===== src/rtl/mips_pkg.sv =====
// Shared pipeline definitions: stage indices, scoreboard entry layout and default widths.
package mips_pkg;

  localparam int unsigned STG_EXE = 0;
  localparam int unsigned STG_MEM = 1;
  localparam int unsigned STG_WB  = 2;

  localparam int unsigned DEF_REG_W  = 4;
  localparam int unsigned DEF_DATA_W = 32;

  // Destination field is sized for the widest supported register file; narrower
  // register addresses are zero-extended on entry.
  localparam int unsigned SB_DEST_W = 8;

  typedef struct packed {
    logic                 valid;
    logic [SB_DEST_W-1:0] dest;
    logic                 wb_en;
    logic                 mem_read;
  } sb_entry_t;

  function automatic logic sb_match(sb_entry_t e, logic [SB_DEST_W-1:0] src);
    return e.valid && e.wb_en && (e.dest == src);
  endfunction

endpackage


===== src/rtl/fwd_mux.sv =====
// Priority forwarding select: returns the value of the lowest-index (youngest) matching stage.
module fwd_mux #(
  parameter int unsigned NUM_STAGES = 3,
  parameter int unsigned DATA_W     = 32
) (
  input  logic [NUM_STAGES-1:0]        match_i,
  input  logic [NUM_STAGES*DATA_W-1:0] data_i,
  output logic                         hit_o,
  output logic [DATA_W-1:0]            val_o
);

  always_comb begin
    hit_o = |match_i;
    val_o = '0;
    // Walk oldest to youngest so the youngest match is the last assignment.
    for (int k = int'(NUM_STAGES) - 1; k >= 0; k--) begin
      if (match_i[k]) begin
        val_o = data_i[k*DATA_W +: DATA_W];
      end
    end
  end

endmodule


===== src/rtl/hazard_fwd_unit.sv =====
// Scoreboard-based hazard detection and operand forwarding for the ID stage.
import mips_pkg::*;

module hazard_fwd_unit #(
  parameter int unsigned NUM_STAGES = 3,
  parameter int unsigned REG_W      = DEF_REG_W,
  parameter int unsigned DATA_W     = DEF_DATA_W,
  parameter bit          FWD_EN     = 1'b1
) (
  input  logic                         clk,
  input  logic                         rst,
  input  logic                         id_valid,
  input  logic [REG_W-1:0]             id_dest,
  input  logic                         id_wb_en,
  input  logic                         id_mem_read,
  input  logic [REG_W-1:0]             src1,
  input  logic [REG_W-1:0]             src2,
  input  logic                         two_src,
  input  logic                         branch_taken,
  input  logic [NUM_STAGES*DATA_W-1:0] stage_data,
  output logic                         stall,
  output logic                         flush,
  output logic                         fwd_hit1,
  output logic                         fwd_hit2,
  output logic [DATA_W-1:0]            fwd_val1,
  output logic [DATA_W-1:0]            fwd_val2,
  output logic [31:0]                  stall_cnt
);

  sb_entry_t sb_q [NUM_STAGES];
  sb_entry_t sb_d [NUM_STAGES];

  logic [31:0] stall_cnt_q, stall_cnt_d;

  logic [SB_DEST_W-1:0]  src1_ext, src2_ext;
  logic [NUM_STAGES-1:0] match1, match2;
  logic [NUM_STAGES-1:0] fwd_match1, fwd_match2;
  logic                  load_use, hazard, fwd_ok;

  assign src1_ext = SB_DEST_W'(src1);
  assign src2_ext = SB_DEST_W'(src2);

  always_comb begin
    match1 = '0;
    match2 = '0;
    for (int k = 0; k < int'(NUM_STAGES); k++) begin
      match1[k] = id_valid && sb_match(sb_q[k], src1_ext);
      match2[k] = id_valid && two_src && sb_match(sb_q[k], src2_ext);
    end
  end

  always_comb begin
    load_use = (match1[STG_EXE] || match2[STG_EXE]) && sb_q[STG_EXE].mem_read;
    if (FWD_EN) begin
      hazard = load_use;
    end else begin
      hazard = (|match1) || (|match2);
    end
    // A taken branch discards ID, so there is nothing left to stall for.
    flush  = branch_taken;
    stall  = hazard && !branch_taken;
    fwd_ok = FWD_EN && !stall;
    fwd_match1 = match1 & {NUM_STAGES{fwd_ok}};
    fwd_match2 = match2 & {NUM_STAGES{fwd_ok}};
  end

  fwd_mux #(
    .NUM_STAGES (NUM_STAGES),
    .DATA_W     (DATA_W)
  ) u_fwd_mux1 (
    .match_i (fwd_match1),
    .data_i  (stage_data),
    .hit_o   (fwd_hit1),
    .val_o   (fwd_val1)
  );

  fwd_mux #(
    .NUM_STAGES (NUM_STAGES),
    .DATA_W     (DATA_W)
  ) u_fwd_mux2 (
    .match_i (fwd_match2),
    .data_i  (stage_data),
    .hit_o   (fwd_hit2),
    .val_o   (fwd_val2)
  );

  always_comb begin
    sb_d = sb_q;
    for (int k = 1; k < int'(NUM_STAGES); k++) begin
      sb_d[k] = sb_q[k-1];
    end
    if (id_valid && !stall && !flush) begin
      sb_d[STG_EXE].valid    = 1'b1;
      sb_d[STG_EXE].dest     = SB_DEST_W'(id_dest);
      sb_d[STG_EXE].wb_en    = id_wb_en;
      sb_d[STG_EXE].mem_read = id_mem_read;
    end else begin
      sb_d[STG_EXE] = '0;
    end
  end

  always_comb begin
    stall_cnt_d = stall_cnt_q;
    if (stall && (stall_cnt_q != 32'hFFFF_FFFF)) begin
      stall_cnt_d = stall_cnt_q + 32'd1;
    end
  end

  always_ff @(posedge clk) begin
    if (rst) begin
      for (int k = 0; k < int'(NUM_STAGES); k++) begin
        sb_q[k] <= '0;
      end
      stall_cnt_q <= '0;
    end else begin
      for (int k = 0; k < int'(NUM_STAGES); k++) begin
        sb_q[k] <= sb_d[k];
      end
      stall_cnt_q <= stall_cnt_d;
    end
  end

  assign stall_cnt = stall_cnt_q;

endmodule


===== config.mk =====
export PLATFORM = sky130hd
export DESIGN_NAME = hazard_fwd_unit
export DESIGN_NICKNAME = d
export VERILOG_FILES = /design/src/rtl/mips_pkg.sv /design/src/rtl/fwd_mux.sv /design/src/rtl/hazard_fwd_unit.sv
export SDC_FILE = /design/constraint.sdc
export NUM_CORES = 1
export LEC_CHECK = 0
export CAP_MARGIN = 20
export CORE_MARGIN = 2
export CORE_UTILIZATION = 42
export CTS_CLUSTER_SIZE = 25
export DETAILED_ROUTE_END_ITERATION = 7
export GPL_TIMING_DRIVEN = 0
export PLACE_DENSITY = 0.9
export SYNTH_ARGS = -nofsm -noshare
export SYNTH_HDL_FRONTEND = slang
export SYNTH_HIERARCHICAL = 1
export SYNTH_SLANG_ARGS = --single-unit

===== constraint.sdc =====
create_clock -name clk -period 3.8 [get_ports clk]
set_input_delay 0.95 -clock clk [delete_from_list [all_inputs] [get_ports clk]]
set_output_delay 0.95 -clock clk [all_outputs]
set_load 0.02 [all_outputs]

==> impl_metrics.tcl, run 1 <==
set metrics [dict create \
    post-route-util_pct 73.0 \
    cts_inserted_buffers 5 \
    gp_congestion 0.893 \
    first_global_vias 5110 \
    ctsHtreeMaxLevel 2 \
    hold_start "sb_d[1]$_SDFF_PP0_" \
    yosys.area.top_type "dfxtp_1" \
    clock_latency_ps 310 \
    crit_path_start_kind "primary input" \
    rsz0062_at_grt "yes" \
    async_flop_share_pct 0 \
    clock-skew-final_ps 6.74 \
    r2r-start "sb_d[14]$_SDFF_PP0_" \
    clkTransAtPathRegs_ps 80 \
    worst_path_max_delay_cell "a22oi_4" \
    numClockSinks 51 \
    worst_pin_slew_ps 511 \
    slowest_delay_ps 260 \
    die_area_sq_um 11200 \
    row_count 37 \
    yosysUniqueCellTypes 45 \
    grt_pass1_wl_um 27200 \
    synth.avg_cell_area_sq_um 7.56 \
    holdPathEnd "sb_q[1]$_SDFF_PP0_" \
    synth_ff_type "dfxtp_1" \
    cp.required_ps 2850 \
    portBuffers 214 \
    synth_area_leaders "dfxtp_1 23%, a21oi_1 15%, nor2b_1 11%" \
    reg2reg_slack_ps 1500 \
    max_slew_margin_pct 65.8 \
    hold_depth 1 \
    via_per_inst 5.77 \
    drtIter0Drc 481 \
    synth_top_area_share_pct 23.4 \
    synth_fp_nets 693 \
    syn_area_sq_um 4360 \
    grt_antenna_before_repair 2 \
    wl_per_cell_um 19.6 \
    wirelength_um 18900 \
    setup-violations-final 20 \
    timing.fmax_mhz 260 \
    drt_pass1_iterations 7 \
    min_path_type "flip-flop to flip-flop" \
    synth-edff-count 0 \
    critPathTopFamily "buffers and inverters" \
    coreArea_sq_um 10200 \
    drv_slew 0 \
    grt.overflow.total 0 \
    holdWs_ps 475 \
    endpoint_kind "output port" \
    chipHeight_um 106 \
    leakagePower_uw 0.00280 \
    dr_total_vias 5570 \
    start_util_pct 42.8 \
    antenna_left 0 \
    drc 0 \
    cts_tree "built" \
    critPathKind "primary input to output port" \
    crit_chain "buf_12, xnor2_4, and3b_2, a22oi_4, buf_12, clkinv_16, nor3_4, buf_6, clkbuf_16, a21oi_1, a21oi_1, buf_4" \
    grt_use_total_pct 30.0 \
    maxCapViolCount 0 \
    cts_hold_buf 0 \
    cts_root_buf "clkbuf_8" \
    crit_buf_inv 6 \
    post-route-period-util_pct 101 \
    vdd_drop_max_mv 0.208 \
    path_max_fanout 8 \
    crit_arrival_ps 2890 \
    place_hpwl_um 13000 \
    reg2reg_depth 11 \
    hold_viol 0 \
    worstReg2RegEnd "stall_cnt[21]$_SDFFE_PP0P_" \
    io_pins 215 \
    cts_buffer_depth 2 \
    timing.final.ws_setup_ps -39.9 \
    yosysWarnings 6 \
    status "finished with violations" \
    ys_ff_latch 51 \
    syn_inst 577 \
    drive_above_1_share_pct 28.7 \
    grt_max_degree 16 \
    nNetsFinal 943 \
    syn2layout_area_growth_pct 70.5 \
    min_period_ps 3840 \
    power_density_nw_per_um2 141 \
    die_w_um 106 \
    yosysSeqAreaShare_pct 23.4 \
    violations "negative setup slack" \
]
==> how the worst max path moves through the flow <==
stage	startpoint	to	slack [ps]	cells past startpoint
finish	src1[1]	fwd_val2[16]	-40	12
CTS	branch_taken	fwd_val2[0]	-3	12
global placement	src2[0]	fwd_val2[0]	-1320	12
global route	src1[1]	fwd_val2[16]	-130	12
floorplan	src2[0]	fwd_val2[10]	20	10
detailed placement	src2[0]	fwd_val2[0]	-1370	12
==> routing by layer <==
metal	track usage (%)	routed length (um)	part of all wire, %
met1	36.3	7110	38
met5	0	0	0
met4	12.2	913	4.8
met3	6.25	1700	9.0
met2	51.7	9210	49
==> power by group <==
group,leakage [uW],switching (uW),internal (uW)
Sequential,0.000412,4.45,538
Clock,0.0000412,177,129
Combinational,0.00235,73.8,125
==> flip-flops by register name (all words and copies together), names as in the netlist <==
name / count
stall_cnt: 32
sb_d: 13
sb_q: 6
==> Yosys cell counts, types with 2 or more instances <==
library cell	count
a21oi_1	134
nor2b_1	77
nand3b_1	64
dfxtp_1	51
nor2_1	28
xnor2_1	25
xor2_1	20
nand2_1	18
buf_4	17
and2_1	13
nand3_1	12
nor3_1	12
nand4_1	11
and3_1	10
buf_2	10
buf_6	10
clkbuf_1	8
and4_1	6
or3_1	6
nor3_2	4
o21ai_0	4
inv_1	3
nor4_1	3
o31ai_1	3
or4_1	3
a21oi_2	2
clkbuf_2	2
nand2b_1	2
nand3_2	2
nor4_4	2
==> worst register-to-register path: stages, from the launching register on <==
cell and delay (ps):
dfxtp_1 490, xor2_1 130, nor3_2 250, a22oi_4 160, buf_12 170, clkinv_16 50, buf_4 110, buf_4 100
nand3_2 110, buf_2 210, or3_1 310, a21oi_1 150
==> placed cells by master, fill, tap and decap left out, types with 4 or more instances in the layout <==
cell type,n
buf_2,27
nor2_1,28
o21ai_0,4
clkbuf_8,5
xnor2_1,24
nor3_1,10
dfxtp_1,51
nand2_1,16
buf_4,65
buf_6,34
a21oi_1,77
clkdlybuf4s50_1,136
nor2b_1,77
a21oi_2,53
and3_1,9
nand3b_1,64
nand3_1,12
xor2_1,17
a21oi_4,6
nand4_1,11
or3_1,6
and2_1,13
clkbuf_16,5
and4_1,6
clkbuf_1,9
buf_8,10
==> timing repair <==
item	in CTS	in global routing
resized for setup	380	130
setup buffers	5	12
pin swaps	17	32
cloned	6	8
setup endpoints to repair	67	65
endpoints found under the hold margin	0	0
==> layout make-up <==
class / count / area (sq um)
multi-input combinational: 475 / 3380
fill: 731 / 2750
clock inverter: 2 / 12.5
inverter: 4 / 41.3
timing repair buffer: 245 / 2340
sequential: 51 / 1020
buffer: 45 / 394
clock buffer: 6 / 72.6
tap: 136 / 170
antenna: 2 / 5.00
==> per-stage QoR <==
stage	setup WS, ps	area [sq um]	TNS [ps]	total power [uW]	std cells
final	-39.9	7440	-351	1050	966
after detailed placement	-1370	6680	-82420	735	927
after global placement	-1320	6680	-80680	732	927
after floorplan	22.2	4360	0	585	577
after CTS	-2.51	6760	-2.51	1040	945
after global routing	-133	7440	-3460	1080	966
==> cell families after synthesis <==
group | Yosys count | share of synthesized area (%)
flops | 51 | 23.4
simple gates | 281 | 41.2
mux | 2 | 0.488
fa+ha+maj | 1 | 0.287
xor+xnor | 45 | 9.03
compound gates | 146 | 17.6
buf+inv | 51 | 7.94
Note: power is estimated with default switching activity, not from simulation.
==> inputs of run 2 (changes only) <==
Settings changed: GPL_TIMING_DRIVEN 0 to unset.
==> run 2 against run 1 <==
The flow still finishes with violations (negative setup slack); register-to-register slack got worse by 170 ps; worst setup slack improved by 39 ps; flip-flop and latch count unchanged; clock power up 3%; global-route usage up 0.27 points; first-iteration DRC count is 15% higher; utilization down 2.4 points; non-clock buffer count shrank 15; critical endpoint is now fwd_val1[15]; highest routed layer is now met5.
==> impl_metrics.tcl, run 2 (synthesis gave the netlist of run 1 again) <==
set metrics [dict create \
    largest_reg_flops 32 \
    mostFrequentLayoutCells "137 x clkdlybuf4s50_1, 114 x a21oi_1, 77 x nor2b_1" \
    violations "negative setup slack" \
    status "finished with violations" \
    die_area_sq_um 11200 \
    rsz0062_at_grt "yes" \
    place_area_sq_um 6770 \
    cp.required_ps 2850 \
    crit_arrival_ps 2850 \
    design_area_sq_um 7190 \
    path_max_fanout 11 \
    crit_chain "buf_8, and3_4, and3b_2, a22oi_4, nand2_2, buf_6, nor4_4, buf_6, buf_12, nand3b_1, a21oi_2, buf_4" \
    dp.cells 916 \
    drt_pass1_iterations 5 \
    portBuffers 214 \
    setup-violations-final 1 \
    antenna_left 0 \
    drtIter0Drc 554 \
    clock_latency_ps 310 \
    wirelength_um 18200 \
    wl_per_cell_um 19.1 \
    leakagePower_uw 0.00271 \
    p_total_uw 1060 \
    worst_pin_slew_ps 938 \
    first_global_vias 5346 \
    gp_congestion 0.935 \
    coreArea_sq_um 10200 \
    drv_slew 0 \
    grt_use_total_pct 30.2 \
    timing.fmax_mhz 263 \
    place_hpwl_um 12400 \
    worst_path_max_delay_cell "and3b_2" \
    cts_tree "built" \
    max_slew_margin_pct 37.3 \
    die_w_um 106 \
    grt_pass1_wl_um 27500 \
    row_count 37 \
    cts_inserted_buffers 5 \
    min_period_ps 3800 \
    hold_viol 0 \
    cpMostUsedCell "buf_6" \
    ctsHtreeMaxLevel 2 \
    grt_max_degree 52 \
    dr_total_vias 5501 \
    critPathKind "primary input to output port" \
    maxCapViolCount 0 \
    setup_tns_ps -0.425 \
    cts_root_buf "clkbuf_8" \
    chipHeight_um 106 \
    clkTransAtPathRegs_ps 90 \
    post-route-util_pct 70.6 \
    cts_buffer_depth 2 \
    syn2layout_area_growth_pct 64.8 \
    crit_path_start_kind "primary input" \
    nNetsFinal 928 \
    via_per_inst 5.79 \
    numClockSinks 51 \
    min_path_type "flip-flop to flip-flop" \
    drc 0 \
    post-route-period-util_pct 100 \
    mostFrequentLayoutCell "clkdlybuf4s50_1" \
    grt.overflow.total 0 \
    io_pins 215 \
    drive_above_1_share_pct 24.1 \
    endpoint_kind "output port" \
    start_util_pct 42.8 \
    final_cells 950 \
    clock-skew-final_ps 7.82 \
    slowest_delay_ps 220 \
    vdd_drop_max_mv 0.260 \
    grt_antenna_before_repair 2 \
    timing.final.ws_setup_ps -0.425 \
    power_density_nw_per_um2 147 \
]
## run 2: changes by cell type in the layout (fill, tap and decap cells not counted), sizes merged
cell,previous run,this run
clkinv,2,3
dlygate4sd2,1,0
clkdlybuf4s50,136,137
buf,138,136
diode,2,1
bufbuf,0,1
clkbuf,20,6
dlymetal6s2s,1,0
## run 2: power breakdown
part | total (uW) | internal, uW | switching (uW)
Clock | 316 | 132 | 184
Combinational | 203 | 130 | 72.6
Sequential | 542 | 538 | 3.77
Total | 1060 | 800 | 261
## run 2: worst paths after layout
kind                            slack [ps]                    endpoint                        from  cells past startpoint
worst max-delay path                  -0.4                fwd_val1[15]                    id_valid                     12
worst min-delay path                   480         sb_q[10]$_SDFF_PP0_         sb_d[10]$_SDFF_PP0_                      1
worst max register to register        1330  stall_cnt[19]$_SDFFE_PP0P_  stall_cnt[15]$_SDFFE_PP0P_                      6
worst min register to register         480         sb_q[10]$_SDFF_PP0_         sb_d[10]$_SDFF_PP0_                      1
## run 2: routing by layer
layer | GRT usage, % | vias to the layer above | share of wire, %
met1 | 33.5 | 2579 | 36
met3 | 7.42 | 72 | 9.6
met2 | 54.2 | 348 | 50
li1 | - | 2500 | -
met5 | 0 | - | 0.071
met4 | 14.3 | 2 | 4.5
## run 2: layout make-up
class | count | area (sq um)
well taps | 136 | 170
repair buffers | 275 | 2740
multi-input cells | 475 | 3150
diodes | 1 | 2.50
fillers | 762 | 2990
inverters | 4 | 20.0
flip-flops and latches | 51 | 1020
clock buffers | 5 | 68.8
clock inverters | 3 | 25.0
## run 2: through the flow
| stage | hold slack, ps | worst slack [ps] |
|---|---|---|
| floorplan | 438 | 22.2 |
| global placement | 450 | -867 |
| detailed placement | 466 | -935 |
| CTS | 485 | 24.1 |
| global route | 517 | -59.7 |
| finish | 484 | -0.425 |
## run 2: what timing repair did
item | in CTS | in global routing
endpoints found under the setup margin | 67 | 54
hold buffers | 0 | 0
buffers inserted | 14 | 4
pin swaps | 23 | 23
gates cloned | 9 | 1
resized for setup | 352 | 59
## run 2: critical path: cells and delay by family
kind	cells	cell delay, ps
and+or+nand+nor	5	810
buffers and inverters	5	740
AOI/OAI and AO/OA	2	340
